--- config.mk ---
export PLATFORM = sky130hd
export DESIGN_NAME = execute_stage_flat
export DESIGN_NICKNAME = d
export VERILOG_FILES = /design/src/rtl/execute_stage_pkg.sv /design/src/rtl/execute_stage_if.sv /design/src/rtl/execute_stage_alu_unit.sv /design/src/rtl/execute_stage.sv /design/src/flat_wrapper.sv
export SDC_FILE = /design/constraint.sdc
export NUM_CORES = 1
export LEC_CHECK = 0
export BUFFER_PORTS_ARGS = -buffer_cell sky130_fd_sc_hd__buf_4
export CAP_MARGIN = 20
export CORE_AREA = 3 3 217 219
export DETAILED_ROUTE_END_ITERATION = 10
export DIE_AREA = 0 0 220 222
export GPL_ROUTABILITY_DRIVEN = 1
export MAX_ROUTING_LAYER = met4
export PLACE_DENSITY = 0.71
export REMOVE_ABC_BUFFERS = 1
export SLEW_MARGIN = 20
export SYNTH_ARGS = -nofsm -noshare
export SYNTH_HDL_FRONTEND = slang
export SYNTH_SLANG_ARGS = --single-unit
--- constraint.sdc ---
create_clock -name clk_i -period 5.5 [get_ports clk_i]
set_input_delay 0.275 -clock clk_i [delete_from_list [all_inputs] [get_ports clk_i]]
set_output_delay 0.275 -clock clk_i [all_outputs]
set_load 0.005 [all_outputs]
--- src/rtl/execute_stage_pkg.sv ---
`default_nettype none
// ============================================================================
// Module   : execute_stage_pkg
// Purpose  : Shared Y86-64 encodings for the execute stage: instruction
//            codes, ALU functions, branch/cmov condition codes, status codes
//            and the register-none marker, plus the condition evaluator.
// Ports    : none (package)
// Revision : 1.0  initial release
// ============================================================================
package execute_stage_pkg;

   // Instruction codes
   localparam logic [3:0] IHALT   = 4'h0;
   localparam logic [3:0] INOP    = 4'h1;
   localparam logic [3:0] IRRMOVQ = 4'h2;
   localparam logic [3:0] IIRMOVQ = 4'h3;
   localparam logic [3:0] IRMMOVQ = 4'h4;
   localparam logic [3:0] IMRMOVQ = 4'h5;
   localparam logic [3:0] IOPQ    = 4'h6;
   localparam logic [3:0] IJXX    = 4'h7;
   localparam logic [3:0] ICALL   = 4'h8;
   localparam logic [3:0] IRET    = 4'h9;
   localparam logic [3:0] IPUSHQ  = 4'hA;
   localparam logic [3:0] IPOPQ   = 4'hB;

   // ALU functions
   localparam logic [3:0] ALUADD = 4'h0;
   localparam logic [3:0] ALUSUB = 4'h1;
   localparam logic [3:0] ALUAND = 4'h2;
   localparam logic [3:0] ALUXOR = 4'h3;

   // Branch / conditional-move conditions
   localparam logic [3:0] C_YES = 4'h0;
   localparam logic [3:0] C_LE  = 4'h1;
   localparam logic [3:0] C_L   = 4'h2;
   localparam logic [3:0] C_E   = 4'h3;
   localparam logic [3:0] C_NE  = 4'h4;
   localparam logic [3:0] C_GE  = 4'h5;
   localparam logic [3:0] C_G   = 4'h6;

   // Status codes
   localparam logic [2:0] SAOK = 3'd1;
   localparam logic [2:0] SHLT = 3'd2;
   localparam logic [2:0] SADR = 3'd3;
   localparam logic [2:0] SINS = 3'd4;

   localparam logic [3:0] RNONE = 4'hF;

   // Condition-code register image, packed as {ZF,SF,OF}
   typedef struct packed {
      logic zf;
      logic sf;
      logic of;
   } cc_t;

   localparam cc_t CC_RESET = '{zf: 1'b1, sf: 1'b0, of: 1'b0};

   // True when a status code stops the machine (flags must not change)
   function automatic logic stat_exceptional(input logic [2:0] stat);
      return (stat == SADR) || (stat == SINS) || (stat == SHLT);
   endfunction

   // Evaluate a jump/cmov condition against the current flags
   function automatic logic cond_eval(input cc_t cc, input logic [3:0] ifun);
      logic lt;
      lt = cc.sf ^ cc.of;
      case (ifun)
         C_YES:   return 1'b1;
         C_LE:    return lt | cc.zf;
         C_L:     return lt;
         C_E:     return cc.zf;
         C_NE:    return ~cc.zf;
         C_GE:    return ~lt;
         C_G:     return ~lt & ~cc.zf;
         default: return 1'b0;
      endcase
   endfunction

endpackage
`default_nettype wire

--- src/rtl/execute_stage_if.sv ---
`default_nettype none
// ============================================================================
// Module   : execute_stage_if
// Purpose  : Bundles the E-register inputs, pipeline control, forwarding
//            outputs and M-register outputs of the execute stage.
// Modports : slave  - the execute stage (consumes E, produces M/forwarding)
//            master - the surrounding pipeline (produces E, consumes M)
// Revision : 1.0  initial release
// ============================================================================
interface execute_stage_if;

   // Pipeline control and downstream status
   logic        M_stall_i;
   logic        M_bubble_i;
   logic [2:0]  m_stat_i;
   logic [2:0]  W_stat_i;

   // E register
   logic [2:0]  E_stat_i;
   logic [63:0] E_pc_i;
   logic [3:0]  E_icode_i;
   logic [3:0]  E_ifun_i;
   logic [63:0] E_valC_i;
   logic [63:0] E_valA_i;
   logic [63:0] E_valB_i;
   logic [3:0]  E_dstE_i;
   logic [3:0]  E_dstM_i;

   // Combinational forwarding / control
   logic [63:0] e_valE_o;
   logic [3:0]  e_dstE_o;
   logic        e_cnd_o;

   // M register
   logic [2:0]  M_stat_o;
   logic [63:0] M_pc_o;
   logic [3:0]  M_icode_o;
   logic        M_cnd_o;
   logic [63:0] M_valE_o;
   logic [63:0] M_valA_o;
   logic [3:0]  M_dstE_o;
   logic [3:0]  M_dstM_o;

   // Condition codes {ZF,SF,OF}
   logic [2:0]  cc_o;

   modport slave (
      input  M_stall_i, M_bubble_i, m_stat_i, W_stat_i,
      input  E_stat_i, E_pc_i, E_icode_i, E_ifun_i, E_valC_i,
      input  E_valA_i, E_valB_i, E_dstE_i, E_dstM_i,
      output e_valE_o, e_dstE_o, e_cnd_o,
      output M_stat_o, M_pc_o, M_icode_o, M_cnd_o, M_valE_o,
      output M_valA_o, M_dstE_o, M_dstM_o, cc_o
   );

   modport master (
      output M_stall_i, M_bubble_i, m_stat_i, W_stat_i,
      output E_stat_i, E_pc_i, E_icode_i, E_ifun_i, E_valC_i,
      output E_valA_i, E_valB_i, E_dstE_i, E_dstM_i,
      input  e_valE_o, e_dstE_o, e_cnd_o,
      input  M_stat_o, M_pc_o, M_icode_o, M_cnd_o, M_valE_o,
      input  M_valA_o, M_dstE_o, M_dstM_o, cc_o
   );

endinterface
`default_nettype wire

--- src/rtl/execute_stage_alu_unit.sv ---
`default_nettype none
// ============================================================================
// Module   : alu_unit
// Purpose  : Combinational 64-bit Y86-64 ALU computing B op A with
//            zero/sign/overflow flags. Carry out is discarded.
// Ports    : alu_a, alu_b  - operands (result is B op A)
//            alu_fun       - ALUADD/ALUSUB/ALUAND/ALUXOR
//            result        - 64-bit result
//            zf, sf, of    - flags derived from result and operands
// Revision : 1.0  initial release
// ============================================================================
module alu_unit
   import execute_stage_pkg::*;
(
   input  logic [63:0] alu_a,
   input  logic [63:0] alu_b,
   input  logic [3:0]  alu_fun,
   output logic [63:0] result,
   output logic        zf,
   output logic        sf,
   output logic        of
);

   always_comb begin
      result = 64'd0;
      of     = 1'b0;
      case (alu_fun)
         ALUADD: begin
            result = alu_b + alu_a;
            // Same-sign operands producing a different-sign sum
            of = (alu_a[63] == alu_b[63]) && (result[63] != alu_a[63]);
         end
         ALUSUB: begin
            result = alu_b - alu_a;
            // Different-sign operands where the sign of B is not preserved
            of = (alu_a[63] != alu_b[63]) && (result[63] != alu_b[63]);
         end
         ALUAND:  result = alu_b & alu_a;
         ALUXOR:  result = alu_b ^ alu_a;
         default: result = 64'd0;
      endcase
   end

   assign zf = (result == 64'd0);
   assign sf = result[63];

endmodule
`default_nettype wire

--- src/rtl/execute_stage.sv ---
`default_nettype none
// ============================================================================
// Module   : execute_stage
// Purpose  : Y86-64 execute stage. Selects ALU operands, evaluates the ALU,
//            owns the condition-code register, evaluates jump/cmov
//            conditions, and registers results into the M pipeline register.
// Ports    : clk_i    - rising-edge clock
//            rst_n_i  - synchronous active-low reset
//            eif      - execute_stage_if.slave: E inputs, M_stall/M_bubble,
//                       m_stat/W_stat, forwarding outputs, M register, cc_o
// Revision : 1.0  initial release
// ============================================================================
module execute_stage
   import execute_stage_pkg::*;
(
   input  logic            clk_i,
   input  logic            rst_n_i,
   execute_stage_if.slave  eif
);

   logic [63:0] alu_a;
   logic [63:0] alu_b;
   logic [3:0]  alu_fun;
   logic [63:0] alu_result;
   logic        alu_zf;
   logic        alu_sf;
   logic        alu_of;
   logic        set_cc;
   logic        cnd;
   logic [3:0]  dst_e;
   cc_t         cc;

   // ------------------------------------------------------------------
   // Operand selection
   // ------------------------------------------------------------------
   always_comb begin
      alu_a = 64'd0;
      case (eif.E_icode_i)
         IRRMOVQ, IOPQ:             alu_a = eif.E_valA_i;
         IIRMOVQ, IRMMOVQ, IMRMOVQ: alu_a = eif.E_valC_i;
         ICALL, IPUSHQ:             alu_a = -64'sd8;
         IRET, IPOPQ:               alu_a = 64'd8;
         default:                   alu_a = 64'd0;
      endcase
   end

   always_comb begin
      alu_b = 64'd0;
      case (eif.E_icode_i)
         IRMMOVQ, IMRMOVQ, IOPQ, ICALL, IPUSHQ, IRET, IPOPQ:
                  alu_b = eif.E_valB_i;
         default: alu_b = 64'd0;
      endcase
   end

   assign alu_fun = (eif.E_icode_i == IOPQ) ? eif.E_ifun_i : ALUADD;

   alu_unit u_alu (
      .alu_a   (alu_a),
      .alu_b   (alu_b),
      .alu_fun (alu_fun),
      .result  (alu_result),
      .zf      (alu_zf),
      .sf      (alu_sf),
      .of      (alu_of)
   );

   // ------------------------------------------------------------------
   // Condition codes: an exception further down the pipe freezes the flags
   // so that state after the faulting instruction is not architecturally
   // visible.
   // ------------------------------------------------------------------
   assign set_cc = (eif.E_icode_i == IOPQ)
                 && !stat_exceptional(eif.m_stat_i)
                 && !stat_exceptional(eif.W_stat_i);

   always_ff @(posedge clk_i) begin
      if (!rst_n_i) begin
         cc <= CC_RESET;
      end else if (set_cc) begin
         cc <= '{zf: alu_zf, sf: alu_sf, of: alu_of};
      end
   end

   // Uses pre-edge flags, so an OPQ never sees its own result here
   assign cnd = cond_eval(cc, eif.E_ifun_i);

   // A cmov whose condition fails must not write its destination
   assign dst_e = ((eif.E_icode_i == IRRMOVQ) && !cnd) ? RNONE : eif.E_dstE_i;

   assign eif.e_valE_o = alu_result;
   assign eif.e_dstE_o = dst_e;
   assign eif.e_cnd_o  = cnd;
   assign eif.cc_o     = cc;

   // ------------------------------------------------------------------
   // M pipeline register: reset > bubble > load > hold
   // ------------------------------------------------------------------
   always_ff @(posedge clk_i) begin
      if (!rst_n_i || eif.M_bubble_i) begin
         eif.M_stat_o  <= 3'd0;
         eif.M_pc_o    <= 64'd0;
         eif.M_icode_o <= INOP;
         eif.M_cnd_o   <= 1'b0;
         eif.M_valE_o  <= 64'd0;
         eif.M_valA_o  <= 64'd0;
         eif.M_dstE_o  <= RNONE;
         eif.M_dstM_o  <= RNONE;
      end else if (!eif.M_stall_i) begin
         eif.M_stat_o  <= eif.E_stat_i;
         eif.M_pc_o    <= eif.E_pc_i;
         eif.M_icode_o <= eif.E_icode_i;
         eif.M_cnd_o   <= cnd;
         eif.M_valE_o  <= alu_result;
         eif.M_valA_o  <= eif.E_valA_i;
         eif.M_dstE_o  <= dst_e;
         eif.M_dstM_o  <= eif.E_dstM_i;
      end
   end

endmodule
`default_nettype wire

--- src/flat_wrapper.sv ---
// flat-port wrapper written by rule: the top's interface ports become plain ports
module execute_stage_flat import execute_stage_pkg::*;
  (clk_i, rst_n_i, eif_M_stall_i, eif_M_bubble_i, eif_m_stat_i, eif_W_stat_i, eif_E_stat_i, eif_E_pc_i, eif_E_icode_i, eif_E_ifun_i, eif_E_valC_i, eif_E_valA_i, eif_E_valB_i, eif_E_dstE_i, eif_E_dstM_i, eif_e_valE_o, eif_e_dstE_o, eif_e_cnd_o, eif_M_stat_o, eif_M_pc_o, eif_M_icode_o, eif_M_cnd_o, eif_M_valE_o, eif_M_valA_o, eif_M_dstE_o, eif_M_dstM_o, eif_cc_o);
  execute_stage_if eif_i ();
  input  logic clk_i;
  input  logic rst_n_i;
  input wire logic [$bits(eif_i.M_stall_i)-1:0] eif_M_stall_i;
  input wire logic [$bits(eif_i.M_bubble_i)-1:0] eif_M_bubble_i;
  input wire logic [$bits(eif_i.m_stat_i)-1:0] eif_m_stat_i;
  input wire logic [$bits(eif_i.W_stat_i)-1:0] eif_W_stat_i;
  input wire logic [$bits(eif_i.E_stat_i)-1:0] eif_E_stat_i;
  input wire logic [$bits(eif_i.E_pc_i)-1:0] eif_E_pc_i;
  input wire logic [$bits(eif_i.E_icode_i)-1:0] eif_E_icode_i;
  input wire logic [$bits(eif_i.E_ifun_i)-1:0] eif_E_ifun_i;
  input wire logic [$bits(eif_i.E_valC_i)-1:0] eif_E_valC_i;
  input wire logic [$bits(eif_i.E_valA_i)-1:0] eif_E_valA_i;
  input wire logic [$bits(eif_i.E_valB_i)-1:0] eif_E_valB_i;
  input wire logic [$bits(eif_i.E_dstE_i)-1:0] eif_E_dstE_i;
  input wire logic [$bits(eif_i.E_dstM_i)-1:0] eif_E_dstM_i;
  output wire logic [$bits(eif_i.e_valE_o)-1:0] eif_e_valE_o;
  output wire logic [$bits(eif_i.e_dstE_o)-1:0] eif_e_dstE_o;
  output wire logic [$bits(eif_i.e_cnd_o)-1:0] eif_e_cnd_o;
  output wire logic [$bits(eif_i.M_stat_o)-1:0] eif_M_stat_o;
  output wire logic [$bits(eif_i.M_pc_o)-1:0] eif_M_pc_o;
  output wire logic [$bits(eif_i.M_icode_o)-1:0] eif_M_icode_o;
  output wire logic [$bits(eif_i.M_cnd_o)-1:0] eif_M_cnd_o;
  output wire logic [$bits(eif_i.M_valE_o)-1:0] eif_M_valE_o;
  output wire logic [$bits(eif_i.M_valA_o)-1:0] eif_M_valA_o;
  output wire logic [$bits(eif_i.M_dstE_o)-1:0] eif_M_dstE_o;
  output wire logic [$bits(eif_i.M_dstM_o)-1:0] eif_M_dstM_o;
  output wire logic [$bits(eif_i.cc_o)-1:0] eif_cc_o;
  assign eif_i.M_stall_i = eif_M_stall_i;
  assign eif_i.M_bubble_i = eif_M_bubble_i;
  assign eif_i.m_stat_i = eif_m_stat_i;
  assign eif_i.W_stat_i = eif_W_stat_i;
  assign eif_i.E_stat_i = eif_E_stat_i;
  assign eif_i.E_pc_i = eif_E_pc_i;
  assign eif_i.E_icode_i = eif_E_icode_i;
  assign eif_i.E_ifun_i = eif_E_ifun_i;
  assign eif_i.E_valC_i = eif_E_valC_i;
  assign eif_i.E_valA_i = eif_E_valA_i;
  assign eif_i.E_valB_i = eif_E_valB_i;
  assign eif_i.E_dstE_i = eif_E_dstE_i;
  assign eif_i.E_dstM_i = eif_E_dstM_i;
  assign eif_e_valE_o = eif_i.e_valE_o;
  assign eif_e_dstE_o = eif_i.e_dstE_o;
  assign eif_e_cnd_o = eif_i.e_cnd_o;
  assign eif_M_stat_o = eif_i.M_stat_o;
  assign eif_M_pc_o = eif_i.M_pc_o;
  assign eif_M_icode_o = eif_i.M_icode_o;
  assign eif_M_cnd_o = eif_i.M_cnd_o;
  assign eif_M_valE_o = eif_i.M_valE_o;
  assign eif_M_valA_o = eif_i.M_valA_o;
  assign eif_M_dstE_o = eif_i.M_dstE_o;
  assign eif_M_dstM_o = eif_i.M_dstM_o;
  assign eif_cc_o = eif_i.cc_o;
  execute_stage u_core (.clk_i(clk_i), .rst_n_i(rst_n_i), .eif(eif_i));
endmodule
Word level (Yosys, flattened, before mapping)
Index checks and enable logic that the tools add are counted.

Output and inout port bits: 280. Register bits after elaboration: 211. Word-level logic and storage cells: 77.

Bitwise gates (word level): 7. Equality and inequality tests: 28. Mux-type cells: 7. Reduce and logical (&&, ||, !) cells: 22. Add/sub/neg operators: 2.

Operators by type and width (count): $pmux W64 S4 (2); $add A64 B64 Y64 (1); $and A64 B64 Y64 (1); $logic_not A64 Y1 (1); $mux W64 (1); $sub A64 B64 Y64 (1); $xor A64 B64 Y64 (1); $eq A4 B2 Y1 const B (6); $eq A4 B3 Y1 const B (6); $eq A4 B4 Y1 const B (4); $eq A3 B2 Y1 const B (4); $eq A4 B1 Y1 const B (2); $logic_not A4 Y1 (2); $mux W4 (2); $pmux W1 S7 (1); $reduce_or A7 Y1 (1); $eq A3 B3 Y1 const B (2); $reduce_or A2 Y1 (3); $logic_and A1 B1 Y1 (5); $logic_or A1 B1 Y1 (5); $logic_not A1 Y1 (4); $ne A1 B1 Y1 (3); $reduce_or A3 Y1 (1); $not A1 Y1 (2); other kinds (5) (5).

Depth between registers and ports, before layout
Depth after elaboration: 7. Mapped depth: 22. Gate-level depth less buffers: 20.

By module
Synthesis repeated with hierarchy kept, for this count alone.

Cell total of the unflattened synthesis: 2559. Area, all modules: 19267.2 um^2.

Modules (own cells, without submodules): alu_unit (times used 1, cells each 1672, area an instance 10422.5 um^2); execute_stage (times used 1, cells each 887, area an instance 8844.7 um^2).

Worst setup path after synthesis
No wires, ideal clock.

Path type: input to register. Start: in eif_E_icode_i[2]. End: reg u_core.cc (netlist bit u_core.eif.cc_o[2]). Slack: 0.281 ns. Arrival: 5.161 ns. Data required time: 5.441 ns. Stages on the path: 20. Path buffers: 2. Cells stage by stage: inv_1 > mux2_2 > nor2_1 > clkbuf_1 > a221oi_1 > ha_1 > buf_2 > nor4_4 > and2_4 > nand2_1 > o21bai_4 > a211oi_1 > o21ai_1 > mux2i_1 > a211o_1 > or3_1 > or4_1 > or4_1 > nor4_1 > a31o_1.

Word-level cells in the longest chain between the ends: 6. Elaborated cells on any way between the ends: 29. Classes of those cells: add/sub: 2; eq/ne: 12; mux: 4; bitwise: 2; reduce/logical: 9.

Ends and longest elaborated chain: from (decl) (line flat_wrapper.sv:13) `input wire logic [$bits(eif_i.E_icode_i)-1:0] eif_E_icode_i;`; $eq A4 B2 Y1 (tied with other cells) (line execute_stage.sv:38) `case (eif.E_icode_i)`; $reduce_or A3 Y1 (tied with other cells) (line execute_stage.sv:38); $pmux W64 S4 or $mux W64 (tied branches) (line execute_stage.sv:38, execute_stage.sv:49); $sub A64 B64 Y64 (tied with other cells) (line execute_stage_alu_unit.sv:34) `result = alu_b - alu_a;`; $pmux W64 S4 * (line execute_stage_alu_unit.sv:27) `case (alu_fun)`; via eif_e_valE_o[43] (line flat_wrapper.sv:20) `output wire logic [$bits(eif_i.e_valE_o)-1:0] eif_e_valE_o;`; $logic_not A64 Y1 * (line execute_stage_alu_unit.sv:44) `assign zf = (result == 64'd0);`; to (signal assigned) (line execute_stage.sv:81) `cc <= '{zf: alu_zf, sf: alu_sf, of: alu_of};`; to (decl) (line execute_stage.sv:31) `cc_t cc;`.

The timed path passes the listed nets; every way through them passes the cells marked *. A chain may end at the register's enable or synchronous reset.

Worst setup path after layout
Start: in eif_E_icode_i[2]. End: reg u_core.cc (netlist bit u_core.eif.cc_o[2]).

Word-level cells in the longest chain between the ends: 6. Elaborated cells on any way between the ends: 29. Classes of those cells: add/sub: 2; eq/ne: 12; mux: 4; bitwise: 2; reduce/logical: 9.

Ends and longest elaborated chain (line): $eq A4 B2 Y1 (tied with other cells) (execute_stage.sv:38); $reduce_or A3 Y1 (tied with other cells) (execute_stage.sv:38); $pmux W64 S4 or $mux W64 (tied branches) (execute_stage.sv:38, execute_stage.sv:49); $sub A64 B64 Y64 (tied with other cells) (execute_stage_alu_unit.sv:34); $pmux W64 S4 (execute_stage_alu_unit.sv:27); $logic_not A64 Y1 (execute_stage_alu_unit.sv:44).

Several ways; a longest one is shown, not always the timed one.

==> impl_metrics.prom <==
# TYPE chip_impl_metric gauge
chip_impl_info{name="dominant_combinational_cell_family_by_area_after_synthesis",value="compound AO/OA/AOI/OAI gates"} 1
chip_impl_metric{name="number_of_instances_in_the_synthesized_netlist",unit=""} 2647
chip_impl_metric{name="fin_area",unit="mm2"} 0.03033
chip_impl_metric{name="finalSetupViolations",unit=""} 1
chip_impl_metric{name="arrival",unit="ns"} 6.05
chip_impl_metric{name="vdd_ir_drop_max",unit="mV"} 0.2965
chip_impl_metric{name="holdWs",unit="ns"} -0.01490
chip_impl_metric{name="layout.filler_cells",unit=""} 3579
chip_impl_metric{name="num_io_pins",unit=""} 565
chip_impl_metric{name="gr-usage-all-layers",unit="%"} 46.10
chip_impl_metric{name="power_per_cell_area",unit="mW/mm2"} 221.7
chip_impl_metric{name="synth_compound_gate_area_share",unit="%"} 28.41
chip_impl_metric{name="die_area",unit="mm2"} 0.04884
chip_impl_metric{name="area_growth_syn_to_layout",unit="%"} 54.02
chip_impl_info{name="result_of_the_run",value="finished, violations left"} 1
chip_impl_info{name="worstSetupEndpoint",value="u_core.eif.cc_o[2]"} 1
chip_impl_info{name="yosys_most_used_dff",value="dfxtp_1"} 1
chip_impl_metric{name="timing.critical_path.required",unit="ns"} 6.00
chip_impl_metric{name="global_route_wire_length_before_repair",unit="mm"} 168.0
chip_impl_metric{name="summed_negative_setup_slack_over_all_endpoints",unit="ns"} -0.05354
chip_impl_metric{name="drt_pre_antenna_iters",unit=""} 7
chip_impl_metric{name="tritoncts.num_buffers",unit=""} 24
chip_impl_info{name="critical-path-top-cell-by-count",value="buf_4"} 1
chip_impl_metric{name="die-width",unit="um"} 220
chip_impl_info{name="startpoint_type",value="input port"} 1
chip_impl_info{name="worst_setup_path_start",value="eif_E_icode_i[2]"} 1
chip_impl_metric{name="hpwl_detailed",unit="mm"} 84.04
chip_impl_metric{name="post_synth_and_or_nand_nor_area_fraction",unit="%"} 22.90
chip_impl_info{name="grt-busiest-layer",value="met2"} 1
chip_impl_info{name="cts_tree",value="yes"} 1
chip_impl_metric{name="postPlaceCellArea",unit="mm2"} 0.02788
chip_impl_metric{name="grt.overflow.total",unit=""} 0
chip_impl_info{name="slowest_stage",value="or4_1"} 1
chip_impl_info{name="grt_setup_unrepaired",value="true"} 1
chip_impl_metric{name="row_count",unit=""} 78
chip_impl_metric{name="critPathMaxFanout",unit=""} 17
chip_impl_metric{name="fmax",unit="MHz"} 180.1
chip_impl_metric{name="antenna_left",unit=""} 0
chip_impl_metric{name="post_synth_xor_area_fraction",unit="%"} 1.246
chip_impl_metric{name="layout.nets",unit=""} 4113
chip_impl_metric{name="start_util",unit="%"} 43.48
chip_impl_metric{name="post-route-min-period",unit="ns"} 5.554
chip_impl_metric{name="drt_wl_total",unit="mm"} 115.5
chip_impl_metric{name="postLayoutSetupSlackWorst",unit="ns"} -0.05354
chip_impl_metric{name="power.leakage",unit="nW"} 14.72
chip_impl_metric{name="reg2reg_setup_slack",unit="ns"} 3.01
chip_impl_info{name="path_cells",value="buf_4 -> inv_2 -> mux2_2 -> nor2_4 -> buf_12 -> a221oi_1 -> ha_1 -> buf_4 -> nand4_4 -> nor4_1 -> buf_4 -> o21ai_1 -> and2_1 -> o21ai_0 -> a21oi_1 -> buf_4 -> xor2_1 -> o211ai_1 -> or4_1 -> or4_1 -> nor4_1 -> a31o_1"} 1
chip_impl_metric{name="tritoncts_num_sinks",unit=""} 211
chip_impl_metric{name="grt_pass1_vias",unit=""} 27150
chip_impl_info{name="critical_path_class",value="input port to register"} 1
chip_impl_metric{name="r2r_cells",unit=""} 9
chip_impl_metric{name="asyncSetResetFlopFracSynth",unit="%"} 0
chip_impl_metric{name="slew_headroom",unit="%"} 34.59
chip_impl_metric{name="ctsLongestPathBuffers",unit=""} 3
chip_impl_metric{name="slowest_delay",unit="ns"} 0.59
chip_impl_metric{name="hold_violations",unit=""} 3
chip_impl_info{name="synth_top_cell_by_area",value="dfxtp_1"} 1
chip_impl_metric{name="clock_pin_slew_on_the_worst_setup_and_hold_paths",unit="ns"} 0.07
chip_impl_metric{name="dpl_worst_slack",unit="ns"} -0.8093
chip_impl_metric{name="max_slew.worst_pin.slew",unit="ns"} 0.9811
chip_impl_metric{name="cts_htree_levels",unit=""} 1
chip_impl_metric{name="slew_violations",unit=""} 0
chip_impl_metric{name="synth_largest_type_area_fraction",unit="%"} 21.45
chip_impl_metric{name="drt-wirelength-per-cell",unit="um"} 26.77
chip_impl_metric{name="die_height",unit="um"} 222
chip_impl_metric{name="fraction_of_met2_tracks_used_by_global_routing",unit="%"} 71.56
chip_impl_info{name="synth.area.top_cells",value="dfxtp_1 (21%), mux2i_1 (11%), ha_1 (8.5%)"} 1
chip_impl_metric{name="post-layout-total-power",unit="W"} 0.006723
chip_impl_metric{name="fraction_of_layout_cells_with_a_size_suffix_above_1",unit="%"} 33.31
chip_impl_metric{name="coreArea",unit="mm2"} 0.04528
chip_impl_metric{name="synth.lib_cells_used.distinct",unit=""} 99
chip_impl_metric{name="drv_cap",unit=""} 0
chip_impl_metric{name="share_of_cell_area_taken_by_muxes_after_synthesis",unit="%"} 10.85
chip_impl_metric{name="finClkSkew",unit="ns"} 0.01085
chip_impl_metric{name="yosys.area_share.adder",unit="%"} 8.719
chip_impl_metric{name="initialDrtViolationCount",unit=""} 3128
chip_impl_metric{name="grt_util_met3",unit="%"} 11.53
chip_impl_metric{name="grt_start_max_net_pins",unit=""} 200
chip_impl_info{name="failing_checks",value="hold timing, setup timing"} 1
chip_impl_metric{name="number_of_enable_flip_flop_cells_after_synthesis",unit=""} 0
chip_impl_metric{name="port_buffers",unit=""} 564
chip_impl_metric{name="seq_area_frac_synth",unit="%"} 21.45
chip_impl_metric{name="routability_cong",unit=""} 1.026
chip_impl_metric{name="antenna_found_initial",unit=""} 8
chip_impl_info{name="cts-root-buf",value="clkbuf_16"} 1
chip_impl_metric{name="routed-via-count",unit=""} 27510
chip_impl_metric{name="layout_worst_path_cycle_share",unit="%"} 101.0
chip_impl_info{name="worstReg2RegEnd",value="u_core.eif.M_dstE_o[1]"} 1
chip_impl_info{name="worst_setup_end_kind",value="register"} 1
chip_impl_metric{name="synth-seq-cells",unit=""} 211
chip_impl_metric{name="drt_drc_violations_left",unit=""} 0
chip_impl_info{name="reg2reg_from",value="u_core.eif.cc_o[1]"} 1
chip_impl_metric{name="post_synthesis_area_per_instance",unit="um2"} 7.438
chip_impl_metric{name="clkLatencyLatePin",unit="ns"} 0.56
chip_impl_info{name="worstHoldPathType",value="input port to register"} 1
chip_impl_metric{name="vias_per_cell",unit=""} 6.373
chip_impl_metric{name="grtUsageMet1",unit="%"} 54.58
chip_impl_metric{name="syn_area",unit="mm2"} 0.01969
chip_impl_metric{name="yosysWarningCount",unit=""} 0
-- sequential cells by signal, summed over array words and instances, names as in the netlist --
signal and flops:
u_core.eif.M_cnd_o 1, u_core.eif.M_dstE_o 4, u_core.eif.M_dstM_o 4, u_core.eif.M_icode_o 4, u_core.eif.M_pc_o 64, u_core.eif.M_stat_o 3, u_core.eif.M_valA_o 64, u_core.eif.M_valE_o 64
u_core.eif.cc_o 3
-- synthesized netlist by cell type, types with 7 or more instances --
library cell,number
a211o_1,18
a211oi_1,26
a21boi_0,14
a21o_1,35
a21oi_1,203
a221o_1,13
a221oi_1,68
a22oi_1,13
a311oi_1,9
a31o_2,8
a31oi_1,22
and2_1,7
and3_1,12
buf_1,19
buf_2,36
buf_4,11
clkbuf_1,103
dfxtp_1,211
ha_1,134
inv_1,135
mux2i_1,210
nand2_1,206
nand2b_1,16
nand3_1,61
nand4_1,35
nor2_1,362
nor2b_1,92
nor3_1,46
nor3b_1,7
nor4_1,30
o211ai_1,44
o21a_1,21
o21ai_0,119
o21ai_1,13
o21bai_1,30
o221ai_1,11
o22ai_1,8
o311ai_0,7
o31ai_1,42
or2_2,14
or3_1,10
or4_1,12
xnor2_1,21
xor2_1,7
-- kinds of logic after synthesis --
logic type,count (synthesis)
buffers and inverters,310
XOR/XNOR,28
AND/OR/NAND/NOR,944
multiplexers,213
AO/OA/AOI/OAI,805
adder cells (fa/ha/maj),136
flip-flops,211
-- critical path, delay by kind of cell --
family          cells  cell delay (ns)
buf+inv             6             0.93
fa+ha+maj           1             0.41
xor+xnor            1             0.12
compound gates      6             1.21
mux                 1             0.38
simple gates        7             2.70
-- per-stage QoR --
step           util, %  cells
2_1_floorplan        -   2476
3_3_place_gp     61.57   4137
3_5_place_dp     61.57   4137
4_1_cts          66.16   4298
5_1_grt          66.97   4316
6_report         66.97   4316
-- layer usage --
metal / part of all wire (%) / routed length (um)
met2: 45 / 51470
met5: 0 / 0
met1: 38 / 43350
met3: 11 / 12650
met4: 7.0 / 8074
-- repair_timing --
action	CTS	global route
setup buffers	1	10
setup endpoints to repair	10	13
hold buffers	118	0
resized for setup	17	65
pin swaps	2	20
endpoints found under the hold margin	118	0
-- layout make-up --
type	count	area [um2]	share of cell area, %
Antenna cell	8	20.02	0.06601
Clock buffer	39	738.2	2.434
Clock inverter	3	65.06	0.2145
Inverter	139	521.8	1.721
Multi-Input combinational cell	2126	14630	48.24
Sequential cell	211	4224	13.93
Tap cell	600	750.7	2.476
Timing Repair Buffer	1190	9378	30.92
-- worst min path at each step --
stage          cells past startpoint                      end  slack, ns               startpoint
2_1_floorplan                      2   u_core.eif.M_dstM_o[0]       0.40          eif_E_dstM_i[0]
3_3_place_gp                       2   u_core.eif.M_dstE_o[1]       0.46   u_core.eif.M_dstE_o[1]
3_5_place_dp                       2  u_core.eif.M_valE_o[60]       0.48  u_core.eif.M_valE_o[60]
4_1_cts                            3    u_core.eif.M_pc_o[54]     0.0009           eif_E_pc_i[54]
5_1_grt                            3    u_core.eif.M_pc_o[58]      0.002           eif_E_pc_i[58]
6_report                           3    u_core.eif.M_pc_o[44]      -0.01           eif_E_pc_i[44]
-- report_power, final --
group	internal (W)	switching (W)
registers	0.00159	0.0000454
clock network	0.00100	0.000735
logic	0.00150	0.00186
-- placed cells by master, fill, tap and decap left out, drive strengths merged, types with 18 or more instances in the layout --
| cell type | synthesis | final |
|---|---|---|
| nor4 | 34 | 34 |
| o21ai | 133 | 133 |
| dfxtp | 211 | 211 |
| clkbuf | 103 | 39 |
| buf | 68 | 1072 |
| a221oi | 70 | 70 |
| xnor2 | 21 | 21 |
| dlygate4sd3 | 0 | 118 |
| nand4 | 36 | 36 |
| o211ai | 44 | 44 |
| nand2 | 206 | 206 |
| o31ai | 45 | 45 |
| nand3 | 61 | 61 |
| a211oi | 29 | 29 |
| ha | 134 | 134 |
| a31oi | 23 | 23 |
| o21bai | 31 | 31 |
| nor3 | 49 | 49 |
| nor2 | 363 | 363 |
| nor2b | 92 | 92 |
| mux2i | 210 | 210 |
| o21a | 21 | 21 |
| a21oi | 205 | 205 |
| a21o | 35 | 35 |
| a211o | 18 | 18 |
| inv | 138 | 138 |
Power figures use the tool's default switching activity.
